<file path="src/rtl/uart_rx_peripheral_pkg.sv">
// Shared definitions for the UART receive peripheral: bus widths, register
// offsets within the 16-byte window, STATUS/CTRL bit positions and the
// receiver FSM encoding.
package uart_rx_peripheral_pkg;

    localparam int BUS_AW = 32;
    localparam int BUS_DW = 32;

    // Byte offsets from the peripheral base address
    localparam logic [3:0] OFF_RXDATA = 4'h0;
    localparam logic [3:0] OFF_STATUS = 4'h4;
    localparam logic [3:0] OFF_CTRL   = 4'h8;
    localparam logic [3:0] OFF_BAUD   = 4'hC;

    // STATUS bit positions
    localparam int ST_NOT_EMPTY = 0;
    localparam int ST_FULL      = 1;
    localparam int ST_OVERRUN   = 2;
    localparam int ST_FRAME_ERR = 3;

    // CTRL bit positions
    localparam int CTRL_RX_EN  = 0;
    localparam int CTRL_INT_EN = 1;

    typedef enum logic [1:0] {
        RX_IDLE  = 2'd0,
        RX_START = 2'd1,
        RX_DATA  = 2'd2,
        RX_STOP  = 2'd3
    } rx_state_e;

endpackage

</file>
<file path="src/rtl/uart_rx_peripheral_sync_fifo.sv">
// sync_fifo: single-clock FIFO with a combinational head output.
// A push into a full FIFO is accepted only when a pop happens in the same
// cycle; a pop on an empty FIFO is ignored.
// Ports:
//   clk_i    clock
//   rst_ni   synchronous active-low reset (pointers and count only)
//   push_i   write wdata_i this cycle
//   pop_i    remove the head this cycle
//   wdata_i  data to push
//   head_o   oldest entry (undefined content when empty)
//   full_o   DEPTH entries held
//   empty_o  no entries held
//   count_o  number of entries held, 0..DEPTH
module sync_fifo #(
    parameter int WIDTH = 8,
    parameter int DEPTH = 4
) (
    input  logic                     clk_i,
    input  logic                     rst_ni,
    input  logic                     push_i,
    input  logic                     pop_i,
    input  logic [WIDTH-1:0]         wdata_i,
    output logic [WIDTH-1:0]         head_o,
    output logic                     full_o,
    output logic                     empty_o,
    output logic [$clog2(DEPTH):0]   count_o
);

    localparam int AW = $clog2(DEPTH);
    localparam logic [AW:0] DEPTH_CNT = (AW+1)'(DEPTH);

    logic [WIDTH-1:0] mem_q [DEPTH];
    logic [AW-1:0]    wr_ptr_q, wr_ptr_d;
    logic [AW-1:0]    rd_ptr_q, rd_ptr_d;
    logic [AW:0]      count_q, count_d;
    logic             do_push, do_pop;

    assign empty_o = (count_q == '0);
    assign full_o  = (count_q == DEPTH_CNT);
    assign head_o  = mem_q[rd_ptr_q];
    assign count_o = count_q;

    assign do_pop  = pop_i & ~empty_o;
    // On a full FIFO the write slot is the one being popped this cycle
    assign do_push = push_i & (~full_o | do_pop);

    always_comb begin
        wr_ptr_d = wr_ptr_q;
        rd_ptr_d = rd_ptr_q;
        count_d  = count_q;
        if (do_push) begin
            wr_ptr_d = wr_ptr_q + AW'(1);
        end
        if (do_pop) begin
            rd_ptr_d = rd_ptr_q + AW'(1);
        end
        case ({do_push, do_pop})
            2'b10:   count_d = count_q + (AW+1)'(1);
            2'b01:   count_d = count_q - (AW+1)'(1);
            default: count_d = count_q;
        endcase
    end

    always_ff @(posedge clk_i) begin
        if (!rst_ni) begin
            wr_ptr_q <= '0;
            rd_ptr_q <= '0;
            count_q  <= '0;
        end else begin
            wr_ptr_q <= wr_ptr_d;
            rd_ptr_q <= rd_ptr_d;
            count_q  <= count_d;
        end
    end

    always_ff @(posedge clk_i) begin
        if (do_push) begin
            mem_q[wr_ptr_q] <= wdata_i;
        end
    end

endmodule

</file>
<file path="src/rtl/uart_rx_peripheral.sv">
// uart_rx_peripheral: memory-mapped 8N1 UART receiver with a receive FIFO
// and a level interrupt.
// Ports:
//   clk           system clock
//   rst           synchronous active-low reset
//   we, re        one-cycle bus write / read strobes (re on RXDATA pops)
//   addr, wdata   bus byte address and write data
//   rdata         read data, combinational from addr
//   uart_rxd      asynchronous serial input, idles high
//   rx_interrupt  registered level interrupt
// Registers: +0 RXDATA (RO), +4 STATUS (RO / W1C), +8 CTRL, +C BAUD.
module uart_rx_peripheral
    import uart_rx_peripheral_pkg::*;
#(
    parameter logic [31:0] BASE_ADDR  = 32'h4000_0020,
    parameter int          FIFO_DEPTH = 4,
    parameter logic [15:0] BAUD_RESET = 16'd26
) (
    input  logic              clk,
    input  logic              rst,
    input  logic              we,
    input  logic              re,
    input  logic [BUS_AW-1:0] addr,
    input  logic [BUS_DW-1:0] wdata,
    output logic [BUS_DW-1:0] rdata,
    input  logic              uart_rxd,
    output logic              rx_interrupt
);

    localparam int CW = $clog2(FIFO_DEPTH) + 1;

    // Bus decode
    logic [BUS_AW-1:0] off_full;
    logic [3:0]        off;
    logic              in_win;
    logic              wr_status, wr_ctrl, wr_baud, pop_req;

    // Registers
    logic              sync1_q, sync2_q;
    rx_state_e         state_q, state_d;
    logic [3:0]        samp_q, samp_d;
    logic [2:0]        bit_q, bit_d;
    logic [7:0]        shift_q, shift_d;
    logic [15:0]       tick_cnt_q, tick_cnt_d;
    logic [15:0]       baud_q, baud_d;
    logic [1:0]        ctrl_q, ctrl_d;
    logic              ovr_q, ovr_d;
    logic              ferr_q, ferr_d;
    logic              int_q, int_d;

    logic              rxd_s, rx_en, tick;
    logic              push_req, ferr_set, ovr_set;
    logic [7:0]        fifo_head;
    logic              fifo_full, fifo_empty;
    logic [CW-1:0]     unused_fifo_count;
    logic              unused_wdata;

    // Window test works for any word-aligned base, not only 16-byte aligned
    assign off_full  = addr - BASE_ADDR;
    assign in_win    = (off_full[BUS_AW-1:4] == '0) && (off_full[1:0] == 2'b00);
    assign off       = off_full[3:0];
    assign wr_status = we & in_win & (off == OFF_STATUS);
    assign wr_ctrl   = we & in_win & (off == OFF_CTRL);
    assign wr_baud   = we & in_win & (off == OFF_BAUD);
    assign pop_req   = re & in_win & (off == OFF_RXDATA);

    assign rxd_s = sync2_q;
    assign rx_en = ctrl_q[CTRL_RX_EN];
    assign tick  = rx_en & (tick_cnt_q == baud_q);

    // A pop in the same cycle frees the slot, so only a lone push overruns
    assign ovr_set = push_req & fifo_full & ~pop_req;

    assign unused_wdata = ^wdata[BUS_DW-1:16];

    sync_fifo #(
        .WIDTH (8),
        .DEPTH (FIFO_DEPTH)
    ) u_fifo (
        .clk_i   (clk),
        .rst_ni  (rst),
        .push_i  (push_req),
        .pop_i   (pop_req),
        .wdata_i (shift_q),
        .head_o  (fifo_head),
        .full_o  (fifo_full),
        .empty_o (fifo_empty),
        .count_o (unused_fifo_count)
    );

    always_comb begin
        state_d    = state_q;
        samp_d     = samp_q;
        bit_d      = bit_q;
        shift_d    = shift_q;
        tick_cnt_d = tick_cnt_q;
        baud_d     = baud_q;
        push_req   = 1'b0;
        ferr_set   = 1'b0;

        if (rx_en) begin
            tick_cnt_d = tick ? 16'd0 : tick_cnt_q + 16'd1;
        end

        case (state_q)
            RX_IDLE: begin
                if (rx_en && !rxd_s) begin
                    tick_cnt_d = 16'd0;
                    samp_d     = 4'd0;
                    state_d    = RX_START;
                end
            end
            RX_START: begin
                if (tick) begin
                    if (samp_q == 4'd7) begin
                        // Line back high at mid start bit: treat as a glitch
                        if (!rxd_s) begin
                            samp_d  = 4'd0;
                            bit_d   = 3'd0;
                            state_d = RX_DATA;
                        end else begin
                            state_d = RX_IDLE;
                        end
                    end else begin
                        samp_d = samp_q + 4'd1;
                    end
                end
            end
            RX_DATA: begin
                if (tick) begin
                    if (samp_q == 4'd15) begin
                        samp_d  = 4'd0;
                        shift_d = {rxd_s, shift_q[7:1]};
                        bit_d   = bit_q + 3'd1;
                        if (bit_q == 3'd7) begin
                            state_d = RX_STOP;
                        end
                    end else begin
                        samp_d = samp_q + 4'd1;
                    end
                end
            end
            RX_STOP: begin
                if (tick) begin
                    if (samp_q == 4'd15) begin
                        push_req = rxd_s;
                        ferr_set = ~rxd_s;
                        state_d  = RX_IDLE;
                    end else begin
                        samp_d = samp_q + 4'd1;
                    end
                end
            end
            default: state_d = RX_IDLE;
        endcase

        if (!rx_en) begin
            state_d = RX_IDLE;
        end
        // A new baud rate invalidates any frame in progress
        if (wr_baud) begin
            baud_d     = wdata[15:0];
            tick_cnt_d = 16'd0;
            state_d    = RX_IDLE;
        end
    end

    always_comb begin
        ctrl_d = wr_ctrl ? wdata[1:0] : ctrl_q;

        // Set after clear so a new error wins over a coincident W1C
        ovr_d = ovr_q;
        if (wr_status && wdata[ST_OVERRUN]) begin
            ovr_d = 1'b0;
        end
        if (ovr_set) begin
            ovr_d = 1'b1;
        end

        ferr_d = ferr_q;
        if (wr_status && wdata[ST_FRAME_ERR]) begin
            ferr_d = 1'b0;
        end
        if (ferr_set) begin
            ferr_d = 1'b1;
        end

        int_d = ctrl_q[CTRL_INT_EN] & (~fifo_empty | ovr_q | ferr_q);
    end

    always_ff @(posedge clk) begin
        if (!rst) begin
            sync1_q    <= 1'b1;
            sync2_q    <= 1'b1;
            state_q    <= RX_IDLE;
            samp_q     <= 4'd0;
            bit_q      <= 3'd0;
            tick_cnt_q <= 16'd0;
            baud_q     <= BAUD_RESET;
            ctrl_q     <= 2'b00;
            ovr_q      <= 1'b0;
            ferr_q     <= 1'b0;
            int_q      <= 1'b0;
        end else begin
            sync1_q    <= uart_rxd;
            sync2_q    <= sync1_q;
            state_q    <= state_d;
            samp_q     <= samp_d;
            bit_q      <= bit_d;
            tick_cnt_q <= tick_cnt_d;
            baud_q     <= baud_d;
            ctrl_q     <= ctrl_d;
            ovr_q      <= ovr_d;
            ferr_q     <= ferr_d;
            int_q      <= int_d;
        end
    end

    always_ff @(posedge clk) begin
        shift_q <= shift_d;
    end

    assign rx_interrupt = int_q;

    always_comb begin
        rdata = '0;
        if (in_win) begin
            case (off)
                OFF_RXDATA: rdata[7:0] = fifo_empty ? 8'h00 : fifo_head;
                OFF_STATUS: begin
                    rdata[ST_NOT_EMPTY] = ~fifo_empty;
                    rdata[ST_FULL]      = fifo_full;
                    rdata[ST_OVERRUN]   = ovr_q;
                    rdata[ST_FRAME_ERR] = ferr_q;
                end
                OFF_CTRL:   rdata[1:0]  = ctrl_q;
                OFF_BAUD:   rdata[15:0] = baud_q;
                default:    rdata = '0;
            endcase
        end
    end

endmodule

</file>
<file path="config.mk">
export PLATFORM = sky130hd
export DESIGN_NAME = uart_rx_peripheral
export DESIGN_NICKNAME = d
export VERILOG_FILES = /design/src/rtl/uart_rx_peripheral_pkg.sv /design/src/rtl/uart_rx_peripheral_sync_fifo.sv /design/src/rtl/uart_rx_peripheral.sv
export SDC_FILE = /design/constraint.sdc
export NUM_CORES = 1
export LEC_CHECK = 0
export CORE_MARGIN = 1.5
export CORE_UTILIZATION = 35
export CTS_CLUSTER_DIAMETER = 120
export CTS_CLUSTER_SIZE = 20
export DETAILED_ROUTE_END_ITERATION = 10
export SLEW_MARGIN = 20
export SYNTH_ARGS = -nofsm -noshare
export SYNTH_HDL_FRONTEND = slang
export SYNTH_SLANG_ARGS = --single-unit
</file>
<file path="constraint.sdc">
create_clock -name clk -period 4.75 [get_ports clk]
set_input_delay 0.95 -clock clk [delete_from_list [all_inputs] [get_ports clk]]
set_output_delay 0.95 -clock clk [all_outputs]
set_load 0.03 [all_outputs]
</file>
==> results of run 1 <==
==> worst paths after layout <==
| check | cells past startpoint | slack (ps) | end |
|---|---|---|---|
| worst max register to register | 9 | 1720 | u_fifo.count_o[1]$_SDFFE_PN0P_ |
| worst min-delay path | 1 | 410 | rxd_s$_SDFF_PN1_ |
| worst max-delay path | 10 | 50 | rdata[3] |
| worst min register to register | 1 | 410 | rxd_s$_SDFF_PN1_ |
==> repair_timing <==
item,4_1_cts,5_1_grt
cloned,0,0
pin swaps,10,9
gates resized for setup,12,16
setup endpoints to repair,16,15
buffers inserted,10,6
==> Yosys cell counts (all sizes together) (2+ instances only) <==
cell / count / area, sq um
xor2: 21 / 183.9
a21boi: 3 / 22.52
nand3: 21 / 105.1
a22oi: 8 / 60.06
o32ai: 2 / 17.52
edfxtp: 40 / 1201
o2111ai: 3 / 26.28
nand2b: 4 / 25.02
dfxtp: 57 / 1141
nand2: 29 / 108.9
or2: 2 / 12.51
a21oi: 17 / 85.08
nor4: 14 / 145.1
o22ai: 2 / 12.51
mux4: 8 / 180.2
nor4b: 2 / 23.77
nor3: 11 / 55.05
a31oi: 2 / 12.51
or3: 10 / 62.56
and3: 21 / 131.4
and4: 2 / 17.52
mux2i: 28 / 280.3
inv: 17 / 63.81
nand4: 6 / 37.54
or4b: 2 / 23.77
clkbuf: 14 / 52.55
o21ai: 11 / 55.05
a311o: 2 / 20.02
ha: 9 / 112.6
o21a: 4 / 30.03
xnor2: 15 / 131.4
nor2b: 2 / 12.51
buf: 23 / 153.9
or4: 6 / 48.80
nor2: 62 / 232.7
and2: 9 / 56.30
==> cell type report <==
type	count	area, sq um
clock buffers	9	225.2
inverters	17	63.81
clock inverters	7	91.34
well taps	180	225.2
repair buffers	116	1100
multi-input cells	369	2600
flip-flops and latches	97	2342
fillers	1297	7395
==> power breakdown <==
group | switching [uW] | internal [uW]
Sequential | 0.983 | 860
Combinational | 63.8 | 65.1
Clock | 338 | 424
Total | 403 | 1350
==> through the flow <==
step                util, %  instance area [sq um]  hold WS (ps)
finish                47.34                   6648         414.0
global route          47.34                   6648         448.0
CTS                   46.63                   6548         414.8
detailed placement    43.58                   6120         398.2
global placement      43.58                   6120         396.2
floorplan                 -                   5150         386.3
==> state kept, by name, summed over array words and instances, names as in the netlist, named ones only <==
signal and cells:
baud_q 16, bit_q 3, ctrl_q 2, ferr_q 1, ovr_q 1, rx_interrupt 1, rxd_s 1, samp_q 4
shift_q 8, state_q 1, sync1_q 1, tick_cnt_q 16, u_fifo.count_o 3, u_fifo.mem_q 32, u_fifo.rd_ptr_q 2, u_fifo.wr_ptr_q 2
==> cell families (layout without fill, tap and decap cells) <==
family	after synthesis	after routing	share of synthesized area [%]
other cells	1	16	0.07362
compound gates	63	63	8.303
mux	37	37	9.261
fa+ha+maj	10	10	2.604
buf+inv	54	149	5.306
xor+xnor	36	36	6.190
simple gates	207	207	22.28
flops	97	97	45.98
==> routing by layer <==
layer  up-vias  routed length (microns)  GRT usage (%)
met1      1967                     5576          20.63
met3        10                      349          3.434
met5         -                        0              0
met2        68                     6353          29.32
met4         0                      115          5.388
li1       2018                        -              -
==> summary.md, run 1 <==
### Floorplanning
- Die Height: 123.6 microns
- Top-Level Pins: 102
- number of core rows: 43
- standard cell core area: 0.01404 sq mm
- Initial Utilization: 36.27%
- die area: 0.01529 sq mm
- die width: 123.6 microns

### Placed design
- I/O Buffers: 69
- final weighted congestion of routability-driven global placement: 0.8295
- Detail Placement HPWL: 9.091 mm
- worst setup slack after placement: -146.9 ps
- count of placed standard cells including taps: 763

### Power
- maximum ir drop on the vdd rail: 261.9 uV
- leak pwr: 0.002659 uW
- power per cell area: 263.6 mW/mm^2
- PnR Total Power: 1752 uW

### Route
- antenna-violating nets left: 0
- # DRC: 0
- WL per Instance: 15.59 microns
- average vias per placed instance: 5.111
- routed wire length: 12.39 mm
- Iter 0 DRT Violations: 284
- number of iterations in the first detailed-routing pass: 4
- DR vias: 4063

### Timing
- setup slack after layout: 48.48 ps
- final total negative setup slack: 0 ps
- maximum clock frequency: 0.2127 GHz
- Pins Over Slew Limit: 0
- Post-Route Skew: 9.363 ps
- endpoints failing setup: 0
- transition time of the tightest slew-check pin: 1022 ps
- worst slew margin relative to its limit: 31.82%
- portion of the clock cycle consumed by the worst path in the final layout: 98.98%
- Tmin final: 4702 ps
- endpoints failing hold: 0

### CTS
- clock latency at the later pin of the worst-skew pair: 340 ps
- total CTS buffers: 9
- number of hold buffers added after cts: 0
- sink count of the clock tree: 97
- number of H-tree branching levels: 3
- TritonCTS clock tree: yes
- clock-pin slew on the worst setup and hold paths: 70 ps
- root cell of the clock tree: sky130_fd_sc_hd__clkbuf_16
- Bufs on Longest Clock Path: 2

### Cells and area
- most common cell after layout, fill and taps aside: sky130_fd_sc_hd__nor2_1
- Area growth syn-to-layout: 30.51%
- diode count: 0
- final std cells w/o fill: 795
- commonest non-fill, non-tap cells in the layout: sky130_fd_sc_hd__nor2_1 (60), sky130_fd_sc_hd__dfxtp_1 (57), sky130_fd_sc_hd__buf_4 (54)
- net count of the finished layout: 689
- share of cells above drive strength 1: 18.21%

### Hold path
- launch point of the worst hold path: sync1_q$_SDFF_PN1_
- Tightest Hold Check Type: flop to flop

### Setup path
- cell type group with the largest total delay on the critical path: simple AND/OR/NAND/NOR gates
- data arrival time of the critical path: 3750 ps
- endpoint type of the worst setup path: output port
- r2r startpoint: tick_cnt_q[0]$_SDFF_PP0_
- CP max stage cell: sky130_fd_sc_hd__or4b_4
- maximum fanout along the worst path: 3
- sequence of cells on the critical path: clkdlybuf4s50_1 -> or4b_4 -> nor4_4 -> a21boi_1 -> a311o_1 -> nor4_2 -> buf_4 -> nand3b_1 -> nor2_2 -> buf_6
- Critical Setup Path Class: input pin to output port
- required time of the critical path: 3800 ps
- count of buffering cells on the critical path with inverters included: 3
- launch point of the critical path: addr[12]
- Critical Path Start Type: input pin
- highest cell delay on the worst timing path: 550 ps

### Logic synthesis
- FF+latch count, synth: 97
- Unique masters post-synth: 60
- Primary FF master, synth: sky130_fd_sc_hd__dfxtp_1
- Post-Synthesis Cell Area: 0.005094 sq mm
- ys async rst share: 0%
- post-synthesis sequential area ratio: 45.98%
- Warnings, synthesis: 0
- Avg Inst Size Synth: 10.09 sq um
- number of enable-type register cells in the synthesized netlist: 40
- Syn Inst Count: 505

### Global routing
- leftover overflow at the end of global routing: 0
- largest net degree at the start of global routing: 30
- via count of the first global-routing pass: 4000
- Overall Global Routing Usage: 16.75%
- first-pass GRT wire length: 19.48 mm
- initial antenna violation count: 0

### Flow run
- Max-Cap Viols: 0

### Run status
- result of the run: finished, final reports clean

Note: power is estimated with default switching activity, not from simulation.
==> run 2: changes to the inputs <==
--- a/config.mk
+++ b/config.mk
@@ -10,6 +10,7 @@
 export CTS_CLUSTER_DIAMETER = 120
 export CTS_CLUSTER_SIZE = 20
 export DETAILED_ROUTE_END_ITERATION = 10
+export GPL_TIMING_DRIVEN = 0
 export SLEW_MARGIN = 20
 export SYNTH_ARGS = -nofsm -noshare
 export SYNTH_HDL_FRONTEND = slang
==> run 2 against run 1 <==
Compared with the run above:
- via count grew 1.3%
- global-route usage grew 0.67 points
- sequential share of layout area grew 0.61 points
- critical path type unchanged
- critical path depth grew 2
- combinational power shrank 3%
- cell count is the same
- hold slack gained 7.7 ps
==> summary.md, run 2 (same netlist as run 1, synthesis figures left out) <==
### Run status
- result of the run: finished, final reports clean

### Cells and area
- share of cells above drive strength 1: 16.91%
- Area growth syn-to-layout: 28.30%
- commonest non-fill, non-tap cells in the layout: sky130_fd_sc_hd__nor2_1 (57), sky130_fd_sc_hd__dfxtp_1 (57), sky130_fd_sc_hd__edfxtp_1 (40)
- number of flip-flops in the largest register: 32
- final std cells w/o fill: 795
- Largest Register: u_fifo.mem_q
- diode count: 0
- net count of the finished layout: 689
- registers with the most flip-flops: u_fifo.mem_q x32, baud_q x16, tick_cnt_q x16

### CTS
- total CTS buffers: 9
- clock-pin slew on the worst setup and hold paths: 60 ps
- clock latency at the later pin of the worst-skew pair: 340 ps
- Bufs on Longest Clock Path: 2
- TritonCTS clock tree: yes
- number of H-tree branching levels: 3
- number of hold buffers added after cts: 0
- sink count of the clock tree: 97
- root cell of the clock tree: sky130_fd_sc_hd__clkbuf_16

### Route
- WL per Instance: 16.19 microns
- wire length on met2: 6.521 mm
- wire length on met1: 5.774 mm
- DR vias: 4115
- number of iterations in the first detailed-routing pass: 4
- # DRC: 0
- routed wire length: 12.87 mm
- uppermost routed layer: met4
- DR WL met3: 415 microns
- antenna-violating nets left: 0
- Iter 0 DRT Violations: 274
- average vias per placed instance: 5.176

### Setup path
- launch point of the critical path: addr[9]
- cell type group with the largest total delay on the critical path: simple AND/OR/NAND/NOR gates
- required time of the critical path: 3800 ps
- r2r startpoint: tick_cnt_q[0]$_SDFF_PP0_
- sequence of cells on the critical path: dlygate4sd2_1 -> or4_4 -> nor4_4 -> buf_4 -> a31oi_1 -> o211ai_1 -> nor4_4 -> buf_4 -> buf_4 -> clkbuf_4 -> and3_1 -> buf_2
- CP max stage cell: sky130_fd_sc_hd__or4_4
- endpoint type of the worst setup path: output port
- Critical Setup Path Class: input pin to output port
- data arrival time of the critical path: 3680 ps
- highest cell delay on the worst timing path: 560 ps
- Critical Path Start Type: input pin
- Most Frequent Cell on Critical Path: sky130_fd_sc_hd__buf_4
- maximum fanout along the worst path: 5
- count of buffering cells on the critical path with inverters included: 6

### Power
- maximum ir drop on the vdd rail: 191.5 uV
- power per cell area: 261.8 mW/mm^2
- leak pwr: 0.002612 uW

### Floorplanning
- Initial Utilization: 36.27%
- Top-Level Pins: 102
- die width: 123.6 microns
- number of core rows: 43
- Die Height: 123.6 microns
- die area: 0.01529 sq mm
- standard cell core area: 0.01404 sq mm

### Timing
- Tmin final: 4631 ps
- Pins Over Slew Limit: 0
- endpoints failing hold: 0
- setup slack after layout: 119.0 ps
- maximum clock frequency: 0.2159 GHz
- portion of the clock cycle consumed by the worst path in the final layout: 97.49%
- transition time of the tightest slew-check pin: 904.7 ps
- final total negative setup slack: 0 ps
- endpoints failing setup: 0
- Post-Route Skew: 5.808 ps
- worst slew margin relative to its limit: 39.13%

### Global routing
- Overall Global Routing Usage: 17.42%
- first-pass GRT wire length: 20.39 mm
- leftover overflow at the end of global routing: 0
- via count of the first global-routing pass: 4049
- initial antenna violation count: 0
- largest net degree at the start of global routing: 17

### Placed design
- final weighted congestion of routability-driven global placement: 0.8359
- worst setup slack after placement: -1214 ps
- Detail Placement HPWL: 9.376 mm
- count of placed standard cells including taps: 767
- I/O Buffers: 66

### Hold path
- launch point of the worst hold path: sync1_q$_SDFF_PN1_
- Tightest Hold Check Type: flop to flop

### Flow run
- Max-Cap Viols: 0

==> run 2: layout make-up <==
type	count	area, sq um
Buffer	37	227.7
Clock buffer	9	225.2
Clock inverter	7	68.82
Fill cell	1354	7507
Inverter	17	63.81
Multi-Input combinational cell	369	2651
Sequential cell	97	2342
Tap cell	180	225.2
Timing Repair Buffer	79	730.7
==> run 2: metal layers <==
layer | track usage, % | vias up
met5 | 0 | -
met4 | 4.310 | 0
met3 | 3.617 | 14
met2 | 31.01 | 77
met1 | 21.50 | 2011
li1 | - | 2013
==> run 2: stage by stage <==
step	power, uW	hold WS [ps]	instance area [sq um]	util [%]
floorplan	938.4	386.3	5150	-
global placement	997.0	398.8	6036	42.98
detailed placement	998.5	411.9	6048	43.07
CTS	1720	428.8	6464	46.03
global route	1764	441.9	6535	46.54
finish	1711	421.7	6535	46.54
==> run 2: worst reg2reg max path, cell delays in order, from the launching register on <==
cell and delay (ps):
sky130_fd_sc_hd__dfxtp_1 430, sky130_fd_sc_hd__xnor2_1 170, sky130_fd_sc_hd__nand4_1 160, sky130_fd_sc_hd__or3_1 370, sky130_fd_sc_hd__nor3_1 490, sky130_fd_sc_hd__nand3_1 360
sky130_fd_sc_hd__a31oi_1 380, sky130_fd_sc_hd__and2_1 470
==> run 2: worst paths after layout <==
| kind | endpoint | slack [ps] | cells past startpoint |
|---|---|---|---|
| max | rdata[11] | 120 | 12 |
| min | rxd_s$_SDFF_PN1_ | 420 | 1 |
| max reg2reg | u_fifo.mem_q[1][1]$_DFFE_PP_ | 1580 | 7 |
| min reg2reg | rxd_s$_SDFF_PN1_ | 420 | 1 |
==> run 2: report_power, final <==
part           internal [uW]  leakage, uW  switching [uW]
combinational           59.6      0.00165            65.8
sequential               860     0.000819           0.956
clock                    407     0.000145             317
==> run 2: repair_timing <==
item,4_1_cts,5_1_grt
buffers inserted,7,4
resized for setup,113,20
cloned,1,0
pin swaps,12,11
endpoints found under the setup margin,16,16
